File: src/rtl/bcd_seq_conv_pkg.sv
// bcd_pkg: shared state encoding, adjust threshold and digit-count helper for bcd_seq_conv
package bcd_pkg;
   typedef enum logic [1:0] {IDLE, SHIFT, DONE} state_t;
   localparam logic [3:0] BCD_ADJ_THRESH = 4'd5;
   function automatic int digits_for(input int width);
      longint unsigned v;
      int n;
      v = (64'd1 << width) - 64'd1;
      n = 0;
      while (v != 64'd0) begin
         v = v / 64'd10;
         n++;
      end
      return n < 1 ? 1 : n;
   endfunction
endpackage

File: src/rtl/bcd_add3_digit.sv
// bcd_add3_digit: double-dabble pre-shift correction of one BCD digit
module bcd_add3_digit
   import bcd_pkg::*;
(
   input  logic [3:0] d,
   output logic [3:0] q
);
   assign q = d >= BCD_ADJ_THRESH ? d + 4'd3 : d;
endmodule

File: src/rtl/bcd_seq_conv.sv
// bcd_seq_conv: sequential double-dabble binary-to-BCD converter, one bit per clock
module bcd_seq_conv
   import bcd_pkg::*;
#(
   parameter int BIN_W  = 16,
   parameter int DIGITS = 5
) (
   input  logic                  clk,
   input  logic                  rst,
   input  logic                  start,
   input  logic [BIN_W-1:0]      binary,
   output logic                  busy,
   output logic                  done,
   output logic [4*DIGITS-1:0]   bcd_out,
   output logic [DIGITS-1:0]     digit_en,
   output logic                  overflow
);
   localparam int CW = $clog2(BIN_W + 1);
   state_t state, state_nx;
   logic [BIN_W-1:0] sh;
   logic [4*DIGITS-1:0] dig, adj, dig_nx;
   logic [DIGITS-1:0] en_nx;
   logic [CW-1:0] cnt;
   logic ovf, ovf_nx, last;
   if (BIN_W < 2 || BIN_W > 32 || DIGITS < 1) begin : g_bad
      $error("bcd_seq_conv: BIN_W must be 2..32 and DIGITS >= 1");
   end
   for (genvar i = 0; i < DIGITS; i++) begin : g_dig
      bcd_add3_digit u_adj (.d(dig[4*i +: 4]), .q(adj[4*i +: 4]));
      // a digit is shown when it or any more significant digit is nonzero
      assign en_nx[i] = (i == 0) || ((dig_nx >> (4*i)) != '0);
   end
   assign dig_nx = {adj[4*DIGITS-2:0], sh[BIN_W-1]};
   assign ovf_nx = ovf | adj[4*DIGITS-1];
   assign last   = cnt == CW'(BIN_W - 1);
   assign busy   = state == SHIFT;
   assign done   = state == DONE;
   always_comb begin
      state_nx = state == SHIFT ? (last ? DONE : SHIFT) : (start ? SHIFT : IDLE);
   end
   always_ff @(posedge clk) begin
      if (rst) state <= IDLE;
      else     state <= state_nx;
   end
   always_ff @(posedge clk) begin
      if (rst) begin
         sh       <= '0;
         dig      <= '0;
         cnt      <= '0;
         ovf      <= 1'b0;
         bcd_out  <= '0;
         digit_en <= DIGITS'(1);
         overflow <= 1'b0;
      end else if (state == SHIFT) begin
         sh  <= sh << 1;
         dig <= dig_nx;
         cnt <= cnt + 1'b1;
         ovf <= ovf_nx;
         if (last) begin
            bcd_out  <= dig_nx;
            digit_en <= en_nx;
            overflow <= ovf_nx;
         end
      end else if (start) begin
         sh  <= binary;
         dig <= '0;
         cnt <= '0;
         ovf <= 1'b0;
      end
   end
endmodule

File: config.mk
export PLATFORM = sky130hd
export DESIGN_NAME = bcd_seq_conv
export DESIGN_NICKNAME = d
export VERILOG_FILES = /design/src/rtl/bcd_seq_conv_pkg.sv /design/src/rtl/bcd_add3_digit.sv /design/src/rtl/bcd_seq_conv.sv
export SDC_FILE = /design/constraint.sdc
export NUM_CORES = 1
export LEC_CHECK = 0
export CORE_MARGIN = 3
export CORE_UTILIZATION = 35
export CTS_BUF_LIST = sky130_fd_sc_hd__clkbuf_8
export DETAILED_ROUTE_END_ITERATION = 16
export PLACE_DENSITY = 0.63
export SLEW_MARGIN = 20
export SYNTH_ARGS = -nofsm -noshare
export SYNTH_HDL_FRONTEND = slang
export SYNTH_SLANG_ARGS = --single-unit
File: constraint.sdc
create_clock -name clk -period 2.3 [get_ports clk]
set_clock_uncertainty 0.1 [all_clocks]
set_input_delay 0.69 -clock clk [delete_from_list [all_inputs] [get_ports clk]]
set_output_delay 0.69 -clock clk [all_outputs]
set_load 0.1 [all_outputs]
Word level (Yosys, flattened, before mapping)
Index checks and enable logic that the tools add are counted.

word-level totals
  flip-flop bits (word level) = 69
  input port bits = 19
  output and inout bits = 28
  logic and storage cells = 47

cells by class
  add/subtract/negate cells = 6
  magnitude comparators = 5
  equality and inequality tests = 3
  muxes and demuxes = 16
  bitwise logic cells = 1
  reduce and logical (&&, ||, !) cells = 7

operators with widths
  operator             count
  $reduce_bool 20->1   4
  $mux 20              2
  $mux 16              2
  $add 4x2->4 const B  5
  $ge 4x3->1 const B   5
  $mux 4               5
  $mux 5               2
  $add 5x1->5 const B  1
  $eq 5x4->1 const B   1
  $mux 2               2
  $mux 1               3
  $eq 2x1->1 const B   1
  $eq 2x2->1 const B   1
  $reduce_and 2->1     1
  $reduce_bool 2->1    1
  $reduce_or 2->1      1
  $or 1x1->1           1

Longest topological paths before layout
  word-level depth = 4
  gate-level depth with buffers = 8

By module
Synthesis repeated with hierarchy kept, for this count alone.

unflattened totals
  cell total of the unflattened synthesis = 349
  area, all modules = 3103.0 um^2

modules (own cells, without submodules)
  module          instances  cells an instance  area an instance (um^2)
  bcd_seq_conv    1          269                2596.2
  bcd_add3_digit  5          16                 101.3

Least setup slack after synthesis
No wires, ideal clock.

  path type = reg2out
  from = register state[1]
  to = output busy
  arrival time = 1651 ps
  setup slack = -141 ps
  stages on the path, launching flop included = 5
  cells stage by stage = dfxtp_1 > nand2b_1 > buf_2 > inv_2 > clkbuf_1

between the ends
  longest elaborated chain between the ends = 1

ends and longest elaborated chain
  element                 RTL line            text
  start, declared         bcd_seq_conv.sv:19  state_t state, state_nx;
  start signal, assigned  bcd_seq_conv.sv:43  else state <= state_nx;
  $eq 2x1->1              bcd_seq_conv.sv:36  assign busy = state == SHIFT;
  end, declared           bcd_seq_conv.sv:12  output logic busy,

No other way between the ends.

Worst setup path in the final report
Ends and elaborated chain as after synthesis.

==> results.md <==
- Main synth FF type: dfxtp_1
- Mapped Nets: 419
- GPL Wtd Cong: 0.786
- Post-DRT Antenna Nets: 0
- Gr usage total: 15.0%
- GRT overflow: 0
- R2R cell count: 7
- HP Start: bcd_out[6]$_SDFFE_PP0P_
- Slew @ Worst Pin: 0.580 ns
- Commonest non-fill, non-tap cell in the layout: dfxtp_1
- Most frequent cells in the layout: dfxtp_1, nor2_1, a21oi_1
- Top area cells in the synthesized netlist: dfxtp_1, mux2i_1, a211oi_1, a21oi_1, nor2_1
- RSZ-0062 raised after global routing: false
- Final Power: 2.32 mW
- Worst slew margin: 61.4%
- Combinational power share: 8.2%
- Synth Instances: 388
- Crit path kind: reg2out
- Cell-internal power: 1.77 mW
- Post-DR wirelength/cell: 13.6 microns
- Port Buffer Count: 45
- 1st-pass router iterations: 4
- Part of the power in registers: 53.3%
- Die Area: 10500 sq um
- Library cells used by synthesis: 39
- CTS tree: done
- CP Launch Point: state[1]$_SDFF_PP0_
- # IOs: 47
- Final Max Slew Viols: 0
- Initial DRC count: 103
- Worst flop-to-flop path startpoint: dig[17]$_SDFFE_PP0P_
- Final HPWL DP: 5130 microns
- Area delta synth->final: 26.9%
- Crit share post-route: 94.7%
- Final setup fails: 0
- Worst-Skew Late Latency: 0.34 ns
- Post-Syn Area: 3250 sq um
- Vias in the first global route: 2724
- Largest net degree at the start of global routing: 60
- Peak supply drop: 0.293 mV
- Die Ht: 102 microns
- Via-per-instance ratio: 5.23
- Final hold viol count: 0
- CP startpoint kind: flop
- Synth Area per Inst: 8.38 sq um
- LEAKAGE: 1.55 nW
- Placement Rows: 34
- Sequential-to-total area share from yosys stat: 42.5%
- EDFF count, synth: 0
- Async S/R FF share, synth: 0%
- Post-CTS setup buffers: 0
- Initial core utilization: 36.6%
- Post-synth top area cell: dfxtp_1
- Root buffer cell: clkbuf_8
- Pwr Density: 563 nW/um^2
- Synth top area share: 42.5%
- Flops & latches, synth: 69
- Core Region: 8890 sq um
- Clock group share of total power: 38.4%
- Clock Tree Buf Depth: 2
- Filler Cell Count: 862
- Worst Path Max Fanout: 18
- Initial antenna violation count: 0
- # DRC: 0
- Worst EP arrival: 1.39 ns
- Number of max-cap violations: 0
- Min Clock Period, post-route: 2.18 ns
- Net switching power: 0.558 mW
- Worst min-delay path class: reg2reg
- Total number of vias: 2817
- First-pass GRT wire length: 12400 microns
- Routed wire length: 7340 microns
- Nets: 458
- CP endpoint kind: output port
- Clock sinks: 69
- Final core occ: 46.4%
- Critical path required time: 1.51 ns
- H-Tree Depth: 3
- CTS resizes: 0
- Hold Path Depth: 2
- Placed Area: 3950 sq um
- Die width: 102 microns
- Layout cell share with drive strength beyond 1: 14.2%
- # hold bufs at CTS: 0
- Run status: finished, final reports clean
- Antenna Cells: 0
- Switching Fraction: 24.0%
- Clock-pin slew on the worst setup and hold paths: 0.07 ns
- TritonCTS Buffers: 9
- Setup TNS: 0 ns
- Fmax: 0.459 GHz
- Synth warn: 0
- Hold slack: 0.357 ns
- Fin area: 4120 sq um
-- through the flow --
stage	std cells	setup WS, ns
after floorplan	388	0.353
after detailed placement	524	0.116
after CTS	539	0.115
final	539	0.123
after global routing	539	0.0500
after global placement	524	0.188
-- Yosys cell counts (4+ instances only) --
| library cell | number |
|---|---|
| a21oi_1 | 40 |
| nand2_1 | 38 |
| clkbuf_1 | 17 |
| dfxtp_1 | 69 |
| and3_1 | 4 |
| nor3_1 | 15 |
| nor3b_1 | 8 |
| inv_1 | 12 |
| xnor2_1 | 5 |
| nand2b_1 | 4 |
| ha_1 | 12 |
| buf_2 | 8 |
| nor2_1 | 41 |
| nand3_1 | 21 |
| a211oi_1 | 27 |
| o21ai_0 | 11 |
| mux2i_1 | 22 |
-- routing by layer --
layer	vias up	global-route usage, %	part of all wire, %
met4	0	7.67	2.0
met3	18	4.03	6.0
met1	1290	18.8	47
met5	-	0	0
met2	81	23.8	45
li1	1428	-	-
-- state kept, by name, summed over array words and instances, names as in the netlist --
name,flops
bcd_out,20
dig,20
sh,16
cnt,5
digit_en,4
state,2
overflow,1
ovf,1
-- cell type report --
class / instances / area, sq um / area share, %
clock buffers: 12 / 165 / 4.00
clock inverters: 3 / 12.5 / 0.303
inverters: 14 / 52.6 / 1.27
multi-input cells: 277 / 1690 / 41.0
flip-flops and latches: 69 / 1380 / 33.5
well taps: 108 / 135 / 3.28
repair buffers: 56 / 686 / 16.6
-- worst max-delay path: stages, from the launching register on --
cell and delay, ns:
dfxtp_1 0.32, nand2b_2 0.18, inv_2 0.31, buf_12 0.23
-- logic make-up (layout without fill, tap and decap cells) --
| family | Yosys count | count (layout) | synth area share (%) |
|---|---|---|---|
| simple gates | 142 | 142 | 20.8 |
| other cells | 1 | 1 | 0.115 |
| compound gates | 95 | 95 | 18.2 |
| buf+inv | 42 | 85 | 5.62 |
| mux | 22 | 22 | 6.77 |
| xor+xnor | 5 | 5 | 1.35 |
| flops | 69 | 69 | 42.5 |
| fa+ha+maj | 12 | 12 | 4.62 |
-- worst paths after layout --
path                                            endpoint  slack, ns
worst max-delay path                                busy       0.12
worst min-delay path             bcd_out[6]$_SDFFE_PP0P_       0.36
worst max register to register  digit_en[1]$_SDFFE_PP0P_       0.24
worst min register to register   bcd_out[6]$_SDFFE_PP0P_       0.36
-- power groups by stage --
stage,registers [mW],logic [mW],clock network (mW)
6_report,1.24,0.191,0.893
5_1_grt,1.24,0.209,0.972
4_1_cts,1.24,0.193,0.929
3_5_place_dp,1.27,0.193,0
3_3_place_gp,1.26,0.189,0
2_1_floorplan,1.26,0.125,0
(Power assumes the default switching activity.)
